### src/rtl/control_plane_mq_if.sv
// Control-plane bundle: GPP requests, control channel, data-plane flags.
// slave is the control plane itself; master drives its inputs.

interface control_plane_mq_if #(
  parameter int NODE_W = 8,
  parameter int LEN_W  = 16
);
  localparam int PKT_W = 2 * NODE_W + LEN_W;

  logic [NODE_W-1:0] node_id;
  logic [NODE_W-1:0] max_node;

  logic              tx_req;
  logic [NODE_W-1:0] tx_dest;
  logic [LEN_W-1:0]  tx_len;
  logic              tx_ack;
  logic              tx_err;
  logic              control_tx_valid;
  logic [PKT_W-1:0]  control_tx_packet;
  logic              data_tx_flag_out;
  logic [NODE_W-1:0] data_tx_node_id;
  logic              data_tx_complete;

  logic              control_rx_valid;
  logic [PKT_W-1:0]  control_rx_packet;
  logic              gpp_rtr;
  logic              data_rx_flag_out;
  logic [NODE_W-1:0] data_rx_node_id;
  logic [LEN_W-1:0]  data_rx_len;
  logic              data_rx_complete;
  logic              gpp_trf;
  logic              rx_timeout;
  logic              rxq_overflow;

  modport slave (
    input  node_id, max_node,
    input  tx_req, tx_dest, tx_len,
    output tx_ack, tx_err,
    output control_tx_valid, control_tx_packet,
    output data_tx_flag_out, data_tx_node_id,
    input  data_tx_complete,
    input  control_rx_valid, control_rx_packet,
    input  gpp_rtr,
    output data_rx_flag_out, data_rx_node_id,
    output data_rx_len,
    input  data_rx_complete,
    output gpp_trf, rx_timeout, rxq_overflow
  );

  modport master (
    output node_id, max_node,
    output tx_req, tx_dest, tx_len,
    input  tx_ack, tx_err,
    input  control_tx_valid, control_tx_packet,
    input  data_tx_flag_out, data_tx_node_id,
    output data_tx_complete,
    output control_rx_valid, control_rx_packet,
    output gpp_rtr,
    input  data_rx_flag_out, data_rx_node_id,
    input  data_rx_len,
    output data_rx_complete,
    input  gpp_trf, rx_timeout, rxq_overflow
  );
endinterface

### src/rtl/control_plane_mq.sv
// control_plane_mq: TDM-slotted control-channel access for one node,
// plus a buffered, timeout-guarded receive hand-off to the GPP.

module control_plane_mq #(
  parameter int NODE_W    = 8,
  parameter int LEN_W     = 16,
  parameter int PKT_W     = 2 * NODE_W + LEN_W,
  parameter int RXQ_DEPTH = 4,
  parameter int TIMEOUT   = 15
) (
  input logic clk,
  input logic rst,
  control_plane_mq_if.slave bus
);

  localparam int QA_W  = $clog2(RXQ_DEPTH);
  localparam int QE_W  = NODE_W + LEN_W;
  localparam int CNT_W = $clog2(TIMEOUT + 1);
  localparam logic [QA_W:0] Q_FULL = RXQ_DEPTH[QA_W:0];
  localparam logic [CNT_W-1:0] CNT_LAST = CNT_W'(TIMEOUT - 1);

  typedef enum logic [1:0] {
    T_IDLE,
    T_WAIT,
    T_DATA
  } tx_state_t;

  typedef enum logic {
    R_IDLE,
    R_BUSY
  } rx_state_t;

  // max_node of 0 behaves like a single-node ring
  logic [NODE_W-1:0] eff_max;
  logic [NODE_W-1:0] slot;

  assign eff_max = (bus.max_node == '0) ? NODE_W'(1) : bus.max_node;

  // TDM slot counter, wraps at eff_max-1
  always_ff @(posedge clk) begin
    if (!rst) begin
      slot <= '0;
    end else if (eff_max <= NODE_W'(1) ||
                 slot >= eff_max - NODE_W'(1)) begin
      slot <= '0;
    end else begin
      slot <= slot + NODE_W'(1);
    end
  end

  tx_state_t         tx_state, tx_nxt;
  logic [NODE_W-1:0] dest_q, dest_d;
  logic [LEN_W-1:0]  len_q, len_d;
  logic              ack_q, ack_d;
  logic              err_q, err_d;
  logic              ctv_q, ctv_d;
  logic [PKT_W-1:0]  pkt_q, pkt_d;
  logic              txf_q, txf_d;
  logic [NODE_W-1:0] txn_q, txn_d;

  // TX next state: accept/reject, wait for own slot, hold until done
  always_comb begin
    tx_nxt = tx_state;
    dest_d = dest_q;
    len_d  = len_q;
    ack_d  = 1'b0;
    err_d  = 1'b0;
    ctv_d  = 1'b0;
    pkt_d  = pkt_q;
    txf_d  = txf_q;
    txn_d  = txn_q;
    unique case (tx_state)
      T_IDLE: begin
        if (bus.tx_req) begin
          if (bus.tx_dest == bus.node_id ||
              bus.tx_dest >= eff_max) begin
            err_d = 1'b1;
          end else begin
            dest_d = bus.tx_dest;
            len_d  = bus.tx_len;
            ack_d  = 1'b1;
            tx_nxt = T_WAIT;
          end
        end
      end
      T_WAIT: begin
        if (slot == bus.node_id) begin
          ctv_d  = 1'b1;
          pkt_d  = {dest_q, bus.node_id, len_q};
          txf_d  = 1'b1;
          txn_d  = dest_q;
          tx_nxt = T_DATA;
        end
      end
      T_DATA: begin
        if (bus.data_tx_complete) begin
          txf_d  = 1'b0;
          tx_nxt = T_IDLE;
        end
      end
      default: tx_nxt = T_IDLE;
    endcase
  end

  // TX state and registered outputs
  always_ff @(posedge clk) begin
    if (!rst) begin
      tx_state <= T_IDLE;
      dest_q   <= '0;
      len_q    <= '0;
      ack_q    <= 1'b0;
      err_q    <= 1'b0;
      ctv_q    <= 1'b0;
      pkt_q    <= '0;
      txf_q    <= 1'b0;
      txn_q    <= '0;
    end else begin
      tx_state <= tx_nxt;
      dest_q   <= dest_d;
      len_q    <= len_d;
      ack_q    <= ack_d;
      err_q    <= err_d;
      ctv_q    <= ctv_d;
      pkt_q    <= pkt_d;
      txf_q    <= txf_d;
      txn_q    <= txn_d;
    end
  end

  assign bus.tx_ack            = ack_q;
  assign bus.tx_err            = err_q;
  assign bus.control_tx_valid  = ctv_q;
  assign bus.control_tx_packet = pkt_q;
  assign bus.data_tx_flag_out  = txf_q;
  assign bus.data_tx_node_id   = txn_q;

  logic [NODE_W-1:0] rx_dest, rx_src;
  logic [LEN_W-1:0]  rx_len;
  logic [QE_W-1:0]   mem [RXQ_DEPTH];
  logic [QA_W-1:0]   wr_ptr, rd_ptr;
  logic [QA_W:0]     count;
  logic [QE_W-1:0]   head;
  logic              full, empty;
  logic              push, pop, wr_en;
  logic              ovf_q;
  rx_state_t         rx_state, rx_nxt;

  assign rx_dest = bus.control_rx_packet[PKT_W-1 -: NODE_W];
  assign rx_src  = bus.control_rx_packet[LEN_W +: NODE_W];
  assign rx_len  = bus.control_rx_packet[LEN_W-1:0];
  assign full    = (count == Q_FULL);
  assign empty   = (count == '0);
  assign head    = mem[rd_ptr];

  // only packets for us, and never our own echo
  assign push  = bus.control_rx_valid &&
                 rx_dest == bus.node_id &&
                 rx_src != bus.node_id;
  assign pop   = (rx_state == R_IDLE) && !empty && bus.gpp_rtr;
  // a same-edge pop frees the slot a full push needs
  assign wr_en = push && (!full || pop);

  // RX FIFO storage
  always_ff @(posedge clk) begin
    if (wr_en) begin
      mem[wr_ptr] <= {rx_src, rx_len};
    end
  end

  // RX FIFO pointers, occupancy and sticky overflow
  always_ff @(posedge clk) begin
    if (!rst) begin
      wr_ptr <= '0;
      rd_ptr <= '0;
      count  <= '0;
      ovf_q  <= 1'b0;
    end else begin
      if (wr_en) wr_ptr <= wr_ptr + QA_W'(1);
      if (pop)   rd_ptr <= rd_ptr + QA_W'(1);
      if (wr_en && !pop) begin
        count <= count + (QA_W + 1)'(1);
      end else if (!wr_en && pop) begin
        count <= count - (QA_W + 1)'(1);
      end
      if (push && full && !pop) ovf_q <= 1'b1;
    end
  end

  logic [CNT_W-1:0]  cnt_q, cnt_d;
  logic              rxf_q, rxf_d;
  logic [NODE_W-1:0] rxn_q, rxn_d;
  logic [LEN_W-1:0]  rxl_q, rxl_d;
  logic              trf_q, trf_d;
  logic              to_q, to_d;

  // RX next state: hand head to GPP, finish on completion or timeout
  always_comb begin
    rx_nxt = rx_state;
    cnt_d  = cnt_q;
    rxf_d  = rxf_q;
    rxn_d  = rxn_q;
    rxl_d  = rxl_q;
    trf_d  = 1'b0;
    to_d   = 1'b0;
    unique case (rx_state)
      R_IDLE: begin
        if (pop) begin
          rxf_d  = 1'b1;
          rxn_d  = head[QE_W-1 -: NODE_W];
          rxl_d  = head[LEN_W-1:0];
          cnt_d  = '0;
          rx_nxt = R_BUSY;
        end
      end
      R_BUSY: begin
        if (bus.data_rx_complete) begin
          rxf_d  = 1'b0;
          trf_d  = 1'b1;
          rx_nxt = R_IDLE;
        end else if (cnt_q == CNT_LAST) begin
          rxf_d  = 1'b0;
          to_d   = 1'b1;
          rx_nxt = R_IDLE;
        end else begin
          cnt_d = cnt_q + CNT_W'(1);
        end
      end
      default: rx_nxt = R_IDLE;
    endcase
  end

  // RX state and registered outputs
  always_ff @(posedge clk) begin
    if (!rst) begin
      rx_state <= R_IDLE;
      cnt_q    <= '0;
      rxf_q    <= 1'b0;
      rxn_q    <= '0;
      rxl_q    <= '0;
      trf_q    <= 1'b0;
      to_q     <= 1'b0;
    end else begin
      rx_state <= rx_nxt;
      cnt_q    <= cnt_d;
      rxf_q    <= rxf_d;
      rxn_q    <= rxn_d;
      rxl_q    <= rxl_d;
      trf_q    <= trf_d;
      to_q     <= to_d;
    end
  end

  assign bus.data_rx_flag_out = rxf_q;
  assign bus.data_rx_node_id  = rxn_q;
  assign bus.data_rx_len      = rxl_q;
  assign bus.gpp_trf          = trf_q;
  assign bus.rx_timeout       = to_q;
  assign bus.rxq_overflow     = ovf_q;

endmodule

### src/flat_wrapper.sv
// flat-port wrapper written by rule: the top's interface ports become plain ports
module control_plane_mq_flat 
#(
  parameter int NODE_W    = 8,
  parameter int LEN_W     = 16,
  parameter int PKT_W     = 2 * NODE_W + LEN_W,
  parameter int RXQ_DEPTH = 4,
  parameter int TIMEOUT   = 15
)
  (clk, rst, bus_node_id, bus_max_node, bus_tx_req, bus_tx_dest, bus_tx_len, bus_tx_ack, bus_tx_err, bus_control_tx_valid, bus_control_tx_packet, bus_data_tx_flag_out, bus_data_tx_node_id, bus_data_tx_complete, bus_control_rx_valid, bus_control_rx_packet, bus_gpp_rtr, bus_data_rx_flag_out, bus_data_rx_node_id, bus_data_rx_len, bus_data_rx_complete, bus_gpp_trf, bus_rx_timeout, bus_rxq_overflow);
  control_plane_mq_if #(.NODE_W(NODE_W), .LEN_W(LEN_W)) bus_i ();
  input logic clk;
  input logic rst;
  input wire logic [$bits(bus_i.node_id)-1:0] bus_node_id;
  input wire logic [$bits(bus_i.max_node)-1:0] bus_max_node;
  input wire logic [$bits(bus_i.tx_req)-1:0] bus_tx_req;
  input wire logic [$bits(bus_i.tx_dest)-1:0] bus_tx_dest;
  input wire logic [$bits(bus_i.tx_len)-1:0] bus_tx_len;
  output wire logic [$bits(bus_i.tx_ack)-1:0] bus_tx_ack;
  output wire logic [$bits(bus_i.tx_err)-1:0] bus_tx_err;
  output wire logic [$bits(bus_i.control_tx_valid)-1:0] bus_control_tx_valid;
  output wire logic [$bits(bus_i.control_tx_packet)-1:0] bus_control_tx_packet;
  output wire logic [$bits(bus_i.data_tx_flag_out)-1:0] bus_data_tx_flag_out;
  output wire logic [$bits(bus_i.data_tx_node_id)-1:0] bus_data_tx_node_id;
  input wire logic [$bits(bus_i.data_tx_complete)-1:0] bus_data_tx_complete;
  input wire logic [$bits(bus_i.control_rx_valid)-1:0] bus_control_rx_valid;
  input wire logic [$bits(bus_i.control_rx_packet)-1:0] bus_control_rx_packet;
  input wire logic [$bits(bus_i.gpp_rtr)-1:0] bus_gpp_rtr;
  output wire logic [$bits(bus_i.data_rx_flag_out)-1:0] bus_data_rx_flag_out;
  output wire logic [$bits(bus_i.data_rx_node_id)-1:0] bus_data_rx_node_id;
  output wire logic [$bits(bus_i.data_rx_len)-1:0] bus_data_rx_len;
  input wire logic [$bits(bus_i.data_rx_complete)-1:0] bus_data_rx_complete;
  output wire logic [$bits(bus_i.gpp_trf)-1:0] bus_gpp_trf;
  output wire logic [$bits(bus_i.rx_timeout)-1:0] bus_rx_timeout;
  output wire logic [$bits(bus_i.rxq_overflow)-1:0] bus_rxq_overflow;
  assign bus_i.node_id = bus_node_id;
  assign bus_i.max_node = bus_max_node;
  assign bus_i.tx_req = bus_tx_req;
  assign bus_i.tx_dest = bus_tx_dest;
  assign bus_i.tx_len = bus_tx_len;
  assign bus_tx_ack = bus_i.tx_ack;
  assign bus_tx_err = bus_i.tx_err;
  assign bus_control_tx_valid = bus_i.control_tx_valid;
  assign bus_control_tx_packet = bus_i.control_tx_packet;
  assign bus_data_tx_flag_out = bus_i.data_tx_flag_out;
  assign bus_data_tx_node_id = bus_i.data_tx_node_id;
  assign bus_i.data_tx_complete = bus_data_tx_complete;
  assign bus_i.control_rx_valid = bus_control_rx_valid;
  assign bus_i.control_rx_packet = bus_control_rx_packet;
  assign bus_i.gpp_rtr = bus_gpp_rtr;
  assign bus_data_rx_flag_out = bus_i.data_rx_flag_out;
  assign bus_data_rx_node_id = bus_i.data_rx_node_id;
  assign bus_data_rx_len = bus_i.data_rx_len;
  assign bus_i.data_rx_complete = bus_data_rx_complete;
  assign bus_gpp_trf = bus_i.gpp_trf;
  assign bus_rx_timeout = bus_i.rx_timeout;
  assign bus_rxq_overflow = bus_i.rxq_overflow;
  control_plane_mq #(.NODE_W(NODE_W), .LEN_W(LEN_W), .PKT_W(PKT_W), .RXQ_DEPTH(RXQ_DEPTH), .TIMEOUT(TIMEOUT)) u_core (.clk(clk), .rst(rst), .bus(bus_i));
endmodule
### config.mk
export PLATFORM = sky130hd
export DESIGN_NAME = control_plane_mq_flat
export DESIGN_NICKNAME = d
export VERILOG_FILES = /design/src/rtl/control_plane_mq_if.sv /design/src/rtl/control_plane_mq.sv /design/src/flat_wrapper.sv
export SDC_FILE = /design/constraint.sdc
export NUM_CORES = 1
export LEC_CHECK = 0
export CAP_MARGIN = 5
export CORE_MARGIN = 2
export CORE_UTILIZATION = 53
export DETAILED_ROUTE_END_ITERATION = 6
export GPL_TIMING_DRIVEN = 0
export MAX_ROUTING_LAYER = met4
export PLACE_DENSITY = 0.8
export RECOVER_POWER = 50
export SLEW_MARGIN = 10
export SYNTH_ARGS = -nofsm -noshare
export SYNTH_HDL_FRONTEND = slang
export SYNTH_SLANG_ARGS = --single-unit
### constraint.sdc
create_clock -name clk -period 3.3 [get_ports clk]
set_clock_uncertainty 0.15 [all_clocks]
set_input_delay 0.495 -clock clk [delete_from_list [all_inputs] [get_ports clk]]
set_output_delay 0.495 -clock clk [all_outputs]
set_load 0.01 [all_outputs]
==> flow_summary_export.csv <==
group,metric,value,unit
die,core_area,15890,sq um
sta,drv_slew,0,
critical_path,cpPeakStageDelay,0.43,ns
global_routing,grt_max_degree,25,
sta,tightest_slew,0.7962,ns
cells_and_area,diodes,0,
critical_path,r2r_start,"u_core.rx_state$_SDFF_PN0_",
critical_path,worstPathRequired,3.57,ns
global_routing,antenna_found_initial,0,
pwr,power_density,572.9,nW/um^2
sta,fin_crit_sh,0.9506,
logic_synthesis,synth.top_cell.area_share,0.3349,
drt,routedWlPerCell,18.27,um
critical_path,cp_slowest_cell,"clkdlybuf4s50_1",
job,max-cap-violations,0,
sta,slew_headroom,0.4692,
critical_path,critPathLaunchType,"primary input",
clock_network,postCtsHoldBufs,0,
logic_synthesis,syn_inst,700,
logic_synthesis,synth.top_cells.by_count,"nand2_1 (111), dfxtp_1 (110), edfxtp_1 (96)",
die,num_rows,46,
critical_path,r2r-end,"u_core.count[2]$_SDFFE_PN0P_",
cells_and_area,syn2layout_area_growth,27.75,%
drt,ant_nets,0,
sta,rsz0062_at_grt,"no",
critical_path,crit_fanout,7,
worst_hold_path,min_path_cells,3,
logic_synthesis,yosys.area.top_type,"edfxtp_1",
logic_synthesis,synth_nets,806,
logic_synthesis,ys_ff_latch,206,
critical_path,crit_type,"in -> reg",
logic_synthesis,yosysSeqAreaShare,0.5907,
pwr,leakagePower,4.315,nW
global_routing,grt_pass1_wl,31950,um
cells_and_area,fillers,1111,
clock_network,clkSinkCount,206,
global_routing,overflow,0,
run_status,status,"finished, final reports clean",
logic_synthesis,synth_area_leaders,"edfxtp_1 (33%), dfxtp_1 (26%), mux2i_1 (6.9%)",
worst_hold_path,worstHoldStart,"bus_node_id[5]",
logic_synthesis,synth-edff-count,96,
sta,hold_violations,0,
sta,setup_tns,0,ns
critical_path,cpMostUsedCell,"xor2_1",
logic_synthesis,synth_top_flop_cell,"dfxtp_1",
clock_network,htreeDepth,1,
critical_path,path_buf_inv,2,
sta,setup_violations,0,
critical_path,r2r_setup_slack,0.33,ns
logic_synthesis,synth.distinct_cells,49,
die,die_w,131.4,um
cells_and_area,drive_above_1_share,0.1081,
die,start_util,0.5419,
critical_path,cp_top_family,"simple AND/OR/NAND/NOR gates",
drt,firstDrtPassIters,5,
logic_synthesis,yosysMostFrequentCell,"nand2_1",
die,die_area,17280,sq um
logic_synthesis,synth_area,8608,sq um
cells_and_area,layout.nets,972,
logic_synthesis,synth_warnings,0,
clock_network,root_buffer,"clkbuf_16",
placement,hpwlAfterDp,14220,um
drt,viasPerCell,5.418,
critical_path,rr_worst_depth,10,
clock_network,clkTransAtPathRegs,0.06,ns
critical_path,cp_cell_sequence,"clkdlybuf4s50_1 > xor2_1 > nor4_2 > nand4_1 > nor3b_4 > ha_1 > inv_1 > fa_1 > xor2_1 > or3_1 > a21oi_1",
drt,vias,5933,
drt,drtIter0Drc,306,
clock_network,worstSkewPairLatency,0.50,ns
die,fp.dieH,131.4,um
drt,drc,0,
placement,port_buffers,141,
die,pin_count,151,
global_routing,grt_pass1_vias,6244,
logic_synthesis,async_flop_share,0,
sta,max_freq,0.3188,GHz
sta,fin_ws,0.1629,ns
worst_hold_path,hold_end,"u_core.bus.control_tx_packet[21]$_SDFFE_PN0P_",
pwr,ir_drop,0.3546,mV
logic_synthesis,avgSynthCellArea,12.30,sq um
critical_path,worstPathArrival,3.41,ns
sta,layout_min_cycle_time,3.137,ns
critical_path,cp-end-kind,"flip-flop",
global_routing,track_usage,0.2368,
placement,dp_slack,-0.3911,ns
worst_hold_path,min_path_type,"in -> reg",
placement,finalWeightedCongestion,0.9164,
drt,routed_wl,20010,um
cells_and_area,multi_input_area,3177,sq um
clock_network,cts_tree,"done",
clock_network,numCtsBuffers,22,
cells_and_area,seqCellArea,5085,sq um
clock_network,cts_buffer_depth,3,
## cells in the final DEF (no fill, tap or decap), types with 2 or more instances in the layout
| master | instances |
|---|---|
| o2111ai_1 | 2 |
| nand3_1 | 8 |
| a21oi_1 | 32 |
| and2_2 | 4 |
| edfxtp_1 | 96 |
| a31oi_1 | 4 |
| inv_1 | 17 |
| clkbuf_16 | 25 |
| clkbuf_8 | 4 |
| xor2_1 | 23 |
| nor3_1 | 8 |
| or3_1 | 2 |
| o211ai_1 | 3 |
| clkinv_2 | 2 |
| nand3b_1 | 2 |
| nor4_1 | 3 |
| buf_1 | 3 |
| clkinv_4 | 2 |
| clkbuf_1 | 24 |
| buf_6 | 3 |
| nand2_1 | 111 |
| o21ai_0 | 2 |
| buf_2 | 11 |
| o21a_1 | 2 |
| dfxtp_1 | 110 |
| nor2_1 | 58 |
| buf_4 | 10 |
| clkdlybuf4s50_1 | 71 |
| mux2i_1 | 59 |
| ha_1 | 26 |
| dlygate4sd3_1 | 70 |
| nand4_1 | 6 |
| mux4_2 | 24 |
| a211oi_1 | 3 |
| xnor2_1 | 24 |
| nor4_2 | 2 |
| nand2b_1 | 4 |
## worst max path at each step
| stage | start | end | slack, ns | cells past startpoint |
|---|---|---|---|---|
| 2_1_floorplan | bus_node_id[6] | u_core.count[2]$_SDFFE_PN0P_ | 0.34 | 11 |
| 3_3_place_gp | bus_control_rx_packet[29] | u_core.mem[3][2]$_DFFE_PP_ | -0.31 | 6 |
| 3_5_place_dp | bus_control_rx_packet[25] | u_core.mem[3][7]$_DFFE_PP_ | -0.39 | 6 |
| 4_1_cts | bus_control_rx_packet[25] | u_core.mem[3][4]$_DFFE_PP_ | 0.1 | 6 |
| 5_1_grt | bus_control_rx_packet[29] | u_core.count[2]$_SDFFE_PN0P_ | 0.05 | 11 |
| 6_report | bus_control_rx_packet[30] | u_core.count[2]$_SDFFE_PN0P_ | 0.16 | 11 |
## per-layer routing
layer | vias up | routed length, um | GRT usage
met1 | 2932 | 8310 | 0.2876
met3 | 25 | 1049 | 0.03704
met5 | - | 0 | -
met4 | 0 | 376 | 0.06099
li1 | 2789 | - | -
met2 | 187 | 10270 | 0.4148
## area by class of cell
class	instances	area share
tap	216	0.02458
sequential	206	0.4624
buffer	47	0.02241
clock inverter	5	0.003300
inverter	19	0.006485
multi-input combinational	428	0.2889
timing repair buffer	142	0.1290
clock buffer	32	0.06292
## worst register-to-register path: cells and delay by family (launching register included)
family / cells / cell delay, ns
buf+inv: 3 / 0.61
compound gates: 1 / 0.15
xor+xnor: 1 / 0.08
simple gates: 3 / 1.15
fa+ha+maj: 2 / 0.42
flops: 1 / 0.35
## through the flow
step / total power, mW / std cells / hold slack [ns] / utilization / area [sq um]
2_1_floorplan: 3.534 / 700 / 0.2841 / - / 8608
3_3_place_gp: 3.897 / 1057 / 0.2903 / 0.6478 / 10290
3_5_place_dp: 3.955 / 1057 / 0.2961 / 0.6478 / 10290
4_1_cts: 6.353 / 1094 / 0.1891 / 0.6936 / 11020
5_1_grt: 6.517 / 1095 / 0.2174 / 0.6923 / 11000
6_report: 6.300 / 1095 / 0.1924 / 0.6923 / 11000
## logic make-up after synthesis
group / count (synthesis) / synth area share
xor+xnor: 47 / 0.04782
simple gates: 215 / 0.1103
buf+inv: 66 / 0.04041
mux: 83 / 0.1314
compound gates: 56 / 0.03924
fa+ha+maj: 27 / 0.04012
flops: 206 / 0.5907
## power by group
part           internal, mW  switching [mW]  leakage, nW
sequential             2.78          0.0749         1.75
combinational         0.476           0.538         2.20
clock                  1.46           0.971        0.361
total                  4.72            1.58         4.31
## sequential cells by signal (all words and copies together) (netlist names), 2 cells and up
register and count:
u_core.bus.data_rx_node_id 8, u_core.rd_ptr 2, u_core.mem 96, u_core.dest_q 8, u_core.bus.control_tx_packet 24, u_core.cnt_q 4
u_core.tx_state 2, u_core.count 3, u_core.bus.data_tx_node_id 8, u_core.slot 8, u_core.wr_ptr 2, u_core.len_q 16
u_core.bus.data_rx_len 16
## repair_timing
action / 4_1_cts / 5_1_grt
buffers inserted: 0 / 1
setup endpoints to repair: 0 / 8
hold endpoints to repair: 0 / 0
gates resized for setup: 0 / 1
Power figures use the tool's default switching activity.
